==> src/rtl/alu_mem_cmd_master.sv <==
// Command master for the ALU/register-file slave: writes operands and opcode,
// verifies the opcode by readback, starts the operation and returns the result.
module alu_mem_cmd_master #(
  parameter int ADDR_WIDTH  = 2,
  parameter int DATA_WIDTH  = 8,
  parameter int RES_WIDTH   = 16,
  parameter int RES_LATENCY = 2
) (
  input  logic                  clk,
  input  logic                  reset,
  input  logic                  cmd_valid,
  output logic                  cmd_ready,
  input  logic [DATA_WIDTH-1:0] cmd_a,
  input  logic [DATA_WIDTH-1:0] cmd_b,
  input  logic [DATA_WIDTH-1:0] cmd_op,
  output logic                  rsp_valid,
  input  logic                  rsp_ready,
  output logic [RES_WIDTH-1:0]  rsp_res,
  output logic                  rsp_err,
  output logic [7:0]            err_count,
  output logic [ADDR_WIDTH-1:0] addr,
  output logic [DATA_WIDTH-1:0] wr_data,
  output logic                  rd_wr,
  output logic                  enable,
  input  logic [DATA_WIDTH-1:0] rd_data,
  input  logic [RES_WIDTH-1:0]  res_out
);

  typedef enum logic [3:0] {
    S_IDLE, S_WR_A, S_WR_B, S_WR_OP, S_RD_OP, S_CHK, S_START, S_WAIT, S_RESP
  } state_t;

  localparam logic [ADDR_WIDTH-1:0] ADDR_A     = ADDR_WIDTH'(0);
  localparam logic [ADDR_WIDTH-1:0] ADDR_B     = ADDR_WIDTH'(1);
  localparam logic [ADDR_WIDTH-1:0] ADDR_OP    = ADDR_WIDTH'(2);
  localparam logic [ADDR_WIDTH-1:0] ADDR_CTRL  = ADDR_WIDTH'(3);
  localparam logic [DATA_WIDTH-1:0] CTRL_START = DATA_WIDTH'(1);
  // Counter value seen during the final WAIT cycle.
  localparam logic [3:0]            WAIT_LAST  = 4'(RES_LATENCY - 1);

  state_t                  state_r;
  logic [DATA_WIDTH-1:0]   a_r;
  logic [DATA_WIDTH-1:0]   b_r;
  logic [DATA_WIDTH-1:0]   op_r;
  logic [3:0]              wait_cnt_r;
  logic [RES_WIDTH-1:0]    rsp_res_r;
  logic                    rsp_err_r;
  logic [7:0]              err_cnt_r;

  // Sequencer: command latch, bus phase progression, result capture.
  always_ff @(posedge clk or negedge reset) begin
    if (!reset) begin
      state_r    <= S_IDLE;
      a_r        <= '0;
      b_r        <= '0;
      op_r       <= '0;
      wait_cnt_r <= 4'd0;
      rsp_res_r  <= '0;
      rsp_err_r  <= 1'b0;
      err_cnt_r  <= 8'd0;
    end else begin
      case (state_r)
        S_IDLE: begin
          if (cmd_valid) begin
            a_r     <= cmd_a;
            b_r     <= cmd_b;
            op_r    <= cmd_op;
            state_r <= S_WR_A;
          end
        end
        S_WR_A:  state_r <= S_WR_B;
        S_WR_B:  state_r <= S_WR_OP;
        S_WR_OP: state_r <= S_RD_OP;
        S_RD_OP: state_r <= S_CHK;
        S_CHK: begin
          if (rd_data == op_r) begin
            state_r <= S_START;
          end else begin
            rsp_res_r <= '0;
            rsp_err_r <= 1'b1;
            if (err_cnt_r != 8'hFF) begin
              err_cnt_r <= err_cnt_r + 8'd1;
            end
            state_r <= S_RESP;
          end
        end
        S_START: begin
          wait_cnt_r <= 4'd0;
          state_r    <= S_WAIT;
        end
        S_WAIT: begin
          if (wait_cnt_r == WAIT_LAST) begin
            rsp_res_r <= res_out;
            rsp_err_r <= 1'b0;
            state_r   <= S_RESP;
          end else begin
            wait_cnt_r <= wait_cnt_r + 4'd1;
          end
        end
        S_RESP: begin
          if (rsp_ready) begin
            state_r <= S_IDLE;
          end
        end
        default: state_r <= S_IDLE;
      endcase
    end
  end

  // Moore bus decode from the state register and latched command.
  always_comb begin
    enable  = 1'b0;
    rd_wr   = 1'b0;
    addr    = '0;
    wr_data = '0;
    case (state_r)
      S_WR_A: begin
        enable  = 1'b1;
        addr    = ADDR_A;
        wr_data = a_r;
      end
      S_WR_B: begin
        enable  = 1'b1;
        addr    = ADDR_B;
        wr_data = b_r;
      end
      S_WR_OP: begin
        enable  = 1'b1;
        addr    = ADDR_OP;
        wr_data = op_r;
      end
      S_RD_OP: begin
        enable = 1'b1;
        rd_wr  = 1'b1;
        addr   = ADDR_OP;
      end
      S_START: begin
        enable  = 1'b1;
        addr    = ADDR_CTRL;
        wr_data = CTRL_START;
      end
      default: begin
        enable  = 1'b0;
        rd_wr   = 1'b0;
        addr    = '0;
        wr_data = '0;
      end
    endcase
  end

  assign cmd_ready = (state_r == S_IDLE) && reset;
  assign rsp_valid = (state_r == S_RESP);
  assign rsp_res   = rsp_res_r;
  assign rsp_err   = rsp_err_r;
  assign err_count = err_cnt_r;

endmodule

==> config.mk <==
export PLATFORM = sky130hd
export DESIGN_NAME = alu_mem_cmd_master
export DESIGN_NICKNAME = d
export VERILOG_FILES = /design/src/rtl/alu_mem_cmd_master.sv
export SDC_FILE = /design/constraint.sdc
export NUM_CORES = 1
export LEC_CHECK = 0
export CAP_MARGIN = 40
export CORE_ASPECT_RATIO = 1.2
export CORE_MARGIN = 2
export CORE_UTILIZATION = 35
export DETAILED_ROUTE_END_ITERATION = 8
export PLACE_DENSITY = 0.69
export SLEW_MARGIN = 20
export SYNTH_ARGS = -nofsm -noshare
export SYNTH_HDL_FRONTEND = slang
export SYNTH_SLANG_ARGS = --single-unit
==> constraint.sdc <==
create_clock -name clk -period 2.3 [get_ports clk]
set_input_delay 0.46 -clock clk [delete_from_list [all_inputs] [get_ports clk]]
set_output_delay 0.46 -clock clk [all_outputs]
set_load 0.02 [all_outputs]
==> flow_summary_export.csv <==
group,metric,value,unit
grt,grt_max_degree,58,
worst_setup_path,cp.required,1.84,ns
timing,drv_slew,0,
finish,syn2layout_area_growth,48.6,%
yosys,synthArstFlopShare,100,%
timing,timing.final.ws_setup,0.117,ns
finish,fillers,687,
yosys,yosysTopAreaCell,"dfrtp_1",
timing,fmax,0.458,GHz
grt,grt_overflow,0,
yosys,synth.most_common_cell,"dfrtp_1",
flow_run,cap_violations,0,
grt,antenna_found_initial,0,
yosys,yosys.area_share.simple,16.2,%
clocking,htree_levels,3,
yosys,synth_compound_area_share,9.50,%
clocking,clockRootBuffer,"clkbuf_8",
yosys,synth_cells,245,
drt,drc,0,
worst_setup_path,cp-end-kind,"output port",
drt,highest_layer,"met4",
drt,routed_wl,6470,um
power,p_per_area,1350,nW/um^2
worst_setup_path,start_kind,"flip-flop",
power,p_clk_share,18.0,%
drt,first_pass_iters,4,
status,status,"completed",
drt,vias,2219,
worst_setup_path,critPathKind,"flip-flop to output port",
timing,hold_violations,0,
drt,met3WireLength,408,um
yosys,synth_common_cells,"dfrtp_1 (57), nand2_1 (42), mux2_2 (25)",
clocking,clockBufferDepth,2,
yosys,synth-seq-cells,57,
power,switching_share,37.6,%
clocking,clk-insertion-delay-late,0.33,ns
finish,drive_gt1_share,23.5,%
power,internal_power,3400,uW
grt,grt_pass1_vias,2271,
drt,wl_per_cell,14.4,um
finish,multiInputGateArea,1220,um^2
clocking,numCtsBuffers,9,
floorplan,start_util,35.6,%
power,power,5440,uW
yosys,synth_fp_nets,300,
finish,finalNonFillerCells,450,
floorplan,fp.coreArea,7620,um^2
power,power_frac_comb,49.2,%
worst_setup_path,cp_cell_sequence,"buf_6, nand2b_4, nor3_4, buf_4, a222oi_1, inv_1, buf_2",
yosys,synth_area_leaders,"dfrtp_1 (53%), mux2_2 (10%), nand2_1 (5.8%), xor2_1 (4.8%), a222oi_1 (2.6%)",
placement,post-place-cells,434,
timing,fin_skew,0.00976,ns
timing,whs,0.353,ns
clocking,cts_tree,"yes",
min_path,hold_class,"input port to async pin",
power,pwr-share-seq,32.8,%
floorplan,rows,35,
clocking,clock_sinks,57,
worst_setup_path,critPathMaxStageDelay,0.37,ns
yosys,synth-edff-count,0,
placement,port_buffers,90,
timing,post-route-period-util,94.9,%
yosys,synth_xor_area_share,4.84,%
placement,pre_cts_slack,-0.301,ns
floorplan,ios,91,
drt,via_per_inst,4.93,
drt,detail-route-antenna-nets,0,
drt,wl_met1,2810,um
power,p_leak,0.00183,uW
timing,min_period,2.18,ns
yosys,synthFlopType,"dfrtp_1",
power,vdd_drop_max,0.714,mV
placement,hpwl,4680,um
yosys,synth.avg_cell_area,11.1,um^2
worst_setup_path,path_max_fanout,7,
yosys,synth-adder-area-share,1.38,%
clocking,clk_pin_slew,0.07,ns
drt,route.met2.wl,3150,um
floorplan,dieArea,8480,um^2
worst_setup_path,critPathSlowestCell,"dfrtp_1",
timing,slew_headroom,51.6,%
yosys,netlist-cell-type-count,41,
floorplan,dieHeight,100,um
finish,antenna_cells,0,
timing,finalSetupViolCount,0,
power,p_sw,2050,uW
timing,tightest_slew,0.726,ns
grt,gr-usage-all-layers,16.1,%
yosys,synth_top_family_by_area,"simple AND/OR/NAND/NOR gates",
finish,num-nets-final,410,
yosys,netlist_area,2710,um^2
yosys,ys.warnings.count,0,
worst_setup_path,cp.arrival,1.72,ns
yosys,synth_top_area_share,52.6,%
yosys,synth.area.mux_share,11.7,%
grt,grt_pass1_wl,10800,um
yosys,synth-seq-area-share,52.6,%
placement,place_congestion,0.777,
drt,drtIter0Drc,112,
finish,ff_latch_area,1430,um^2
clocking,hold_buffers,0,
floorplan,die_x,84.4,um
routing by layer:
metal | vias up | GRT usage (%)
met2 | 82 | 26.3
met1 | 1061 | 20.0
li1 | 1067 | -
met3 | 9 | 4.50
met5 | - | 0
met4 | 0 | 7.08
worst max-delay path: cells and delay by family, from the launching register on:
kind                   cells  cell delay, ns
and+or+nand+nor            2            0.17
buffers and inverters      4            0.53
AOI/OAI and AO/OA          1            0.33
DFF                        1            0.37
placed cells by master (no fill, tap or decap), types with 2 or more instances in the layout:
cell type         n
dfrtp_1          57
a222oi_1          7
bufinv_16         2
clkbuf_2          4
nor2_1           11
o31ai_1           2
buf_4            18
xor2_1           15
nand4_1           2
o21ai_1           5
dlygate4sd2_1     3
clkbuf_8          9
nor3b_2           2
nand2_1          42
nor4_2            2
a21oi_1           3
nand3_1           4
nor3_4            3
mux2_2           25
clkdlybuf4s50_1  75
nor3_1            3
clkinv_2          2
buf_2             3
o21ai_0          13
dlymetal6s2s_1    2
inv_1            10
nor3b_1           2
ha_1              3
and3b_1           2
nand2b_1          3
buf_6             4
sequential cells by signal, summed over array words and instances, names as in the netlist:
| register | flops |
|---|---|
| state_r | 4 |
| rsp_res | 16 |
| rsp_err | 1 |
| op_r | 8 |
| b_r | 8 |
| wait_cnt_r | 4 |
| a_r | 8 |
| err_count | 8 |
metrics by stage:
step                      util (%)   TNS, ns  instance area [um^2]
after detailed placement      50.0     -2.22                  3810
after global placement        50.0     -1.42                  3810
final                         52.9         0                  4030
after floorplan                  -         0                  2710
after CTS                     52.7         0                  4020
after global routing          52.9  -0.00840                  4030
path summary, 6_finish.rpt:
path / startpoint / to / slack [ns] / cells past startpoint
min in group clk: err_count[4]$_DFFE_PN0P_ / err_count[4]$_DFFE_PN0P_ / 0.50 / 1
min: reset / err_count[3]$_DFFE_PN0P_ / 0.35 / 2
min reg2reg: err_count[4]$_DFFE_PN0P_ / err_count[4]$_DFFE_PN0P_ / 0.50 / 1
max in group asynchronous: reset / state_r[0]$_DFFE_PN0P_ / 1.46 / 2
max reg2reg: wait_cnt_r[1]$_DFFE_PN0P_ / rsp_res[1]$_DFFE_PN0P_ / 0.34 / 6
max: state_r[1]$_DFFE_PN0P_ / wr_data[2] / 0.12 / 7
power groups by stage:
stage                     Combinational (uW)  Sequential [uW]  Clock, uW
final                                   2680             1790        978
after floorplan                         1300             1970          0
after detailed placement                2700             1790          0
after global routing                    2910             1850       1050
after CTS                               2640             1790       1010
after global placement                  2640             1790          0
cell families after synthesis:
| family | after synthesis |
|---|---|
| simple gates | 84 |
| flops | 57 |
| compound gates | 37 |
| buf+inv | 21 |
| xor+xnor | 15 |
| fa+ha+maj | 3 |
| mux | 28 |
final cells by class:
class                      count  area share (%)
sequential                    57            35.4
timing repair buffer         110            25.7
clock inverter                 4            1.74
clock buffer                  10            3.16
multi-input combinational    167            30.2
tap                           92            2.85
inverter                      10           0.931
what timing repair did:
item,4_1_cts,5_1_grt
pin swaps,1,5
endpoints found under the setup margin,12,11
setup buffers,0,3
resized for setup,28,22
gates cloned,0,0
(Power assumes the default switching activity.)
==> patch: new RTL, same flow settings <==
`DATA_WIDTH`: 8 -> 9.
--- a/src/rtl/alu_mem_cmd_master.sv
+++ b/src/rtl/alu_mem_cmd_master.sv
@@ -2,7 +2,7 @@
 // verifies the opcode by readback, starts the operation and returns the result.
 module alu_mem_cmd_master #(
   parameter int ADDR_WIDTH  = 2,
-  parameter int DATA_WIDTH  = 8,
+  parameter int DATA_WIDTH  = 9,
   parameter int RES_WIDTH   = 16,
   parameter int RES_LATENCY = 2
 ) (
Interface: changed (5 resized); port bits go from 91 to 96. No check against the original RTL was run, so the function may have changed too.
==> patch against the original RTL <==
Global-route usage up 0.91 points. Synthesized cell count up 14%. Sequential cell count up 3. Setup slack worse by 54 ps. Wire length up 17%. Power up 8.6%. Cell area up 9.5%. Synthesized area up 11%. Sequential power up 6%. Largest cell class unchanged.
==> patch: results (changes against the original RTL) <==
Run status
  – Outcome: finished, final reports clean (unchanged)

GRT
  – Largest net degree at the start of global routing: 61 (was 58)
  – Gr usage total: 16.98% (was 16.07%)
  – First-pass GRT wire length: 12.37 mm (was 10.77 mm)
  – Vias in the first global route: 2606 (was 2271)

Routing
  – DR WL met3: 516 um (was 408 um)
  – Detailed Routing Iterations Pass 1: 7 (was 4)
  – Initial DRC Count: 93 (was 112)
  – Via count: 2516 (was 2219)
  – Metal-1 WL: 3.268 mm (was 2.805 mm)
  – Met2 WL: 3.653 mm (was 3.146 mm)
  – Detailed Route WL: 7.558 mm (was 6.468 mm)
  – WL/cell: 14.68 um (was 14.37 um)

Worst setup path
  – Arr. time, crit path: 1780 ps (was 1720 ps)
  – CP top delay family: simple AND/OR/NAND/NOR gates (was buffers and inverters)
  – CP Max Fanout: 6 (was 7)
  – Slowest stage delay, CP: 440 ps (was 370 ps)
  – Crit-path slowest cell: dfrtp_2 (was dfrtp_1)

Placement
  – Port Buf Inserts: 95 (was 90)
  – DP HPWL: 5.385 mm (was 4.681 mm)
  – Placer Congestion: 0.8098 (was 0.7770)
  – Pre-CTS setup slack: -239.3 ps (was -301.4 ps)
  – Post-DP Area: 4169 um2 (was 3806 um2)
  – DP Cell Count: 493 (was 434)

Logic synthesis
  – Mapped Cells: 280 (was 245)
  – Sequential element share of the synthesized area: 49.65% (was 52.56%)
  – Unique masters post-synth: 42 (was 41)
  – Top post-synthesis cells by count: dfrtp_1, inv_1, mux2_2, nand2_1, a22o_1 (was dfrtp_1, nand2_1, mux2_2, xor2_1, o21ai_0)
  – Main area contributors after synthesis: dfrtp_1, mux2_2, a22o_1 (was dfrtp_1, mux2_2, nand2_1)
  – Synthesized Nets: 339 (was 300)

Power and ir drop
  – NetSw: 2325 uW (was 2046 uW)
  – P_leak: 0.002031 uW (was 0.001825 uW)
  – Peak VDD IR: 0.0006557 V (was 0.0007138 V)

Layout
  – Area Growth Syn to Fin: 46.05% (was 48.64%)
  – Share of layout cells above drive strength 1: 24.87% (was 23.46%)
  – Nets: 452 (was 410)
  – Max FFs per register: 16 (unchanged)
  – Fill cell count: 797 (was 687)
  – Antenna diodes: 0 (unchanged)

Timing
  – Max_slew headroom: 70.10% (was 51.62%)
  – Clock Skews: 6.986 ps (was 9.757 ps)
[patch: changes by cell type after synthesis, moves of 7 or more]
cell,delta
nor2_1,-7
a22o_1,+16
and3_1,+8
nand2_1,-15
xnor2_1,+9
inv_1,+18
o21ai_2,+7
[patch: metal layers]
layer	up-vias	track usage, %
li1	1208	-
met1	1209	20.87
met2	88	27.72
met3	11	5.168
met4	0	6.169
met5	-	0
[patch: cells by family after synthesis]
group,Yosys count,synth area share [%]
AO/OA/AOI/OAI,57,14.81
XOR/XNOR,18,5.213
adder cells (fa/ha/maj),3,1.241
buffers and inverters,44,6.371
flip-flops,60,49.65
multiplexers,28,10.43
AND/OR/NAND/NOR,70,12.29
[patch: timing repair]
item / CTS / global route
resized for setup: 46 / 15
pin swaps: 4 / 5
endpoints found under the setup margin: 13 / 10
buffers inserted: 4 / 1
[patch: layout make-up]
cell class	count	share of cell area (%)
Clock buffer	10	2.890
Inverter	28	2.380
Sequential cell	60	34.05
Multi-Input combinational cell	176	30.62
Tap cell	117	3.314
Clock inverter	6	1.473
Timing Repair Buffer	118	25.27
[patch: worst paths after layout]
kind | slack, ps | endpoint | cells past startpoint | from
worst min register to register | 510 | a_r[2] | 1 | a_r[2]
min in group clk | 510 | a_r[2] | 1 | a_r[2]
worst max register to register | 310 | rsp_res[3] | 5 | op_r[7]
worst min-delay path | 30 | b_r[7] | 2 | reset
worst max-delay path | 60 | addr[1] | 5 | state_r[1]
max in group asynchronous | 1790 | state_r[0] | 3 | reset
[patch: power by group through the flow]
stage	sequential, uW	combinational [uW]	clock, uW
after floorplan	1990	1740	0
after global placement	1900	3050	0
after detailed placement	1910	3100	0
after CTS	1890	3060	971
after global routing	1960	3330	1010
final	1900	3070	940
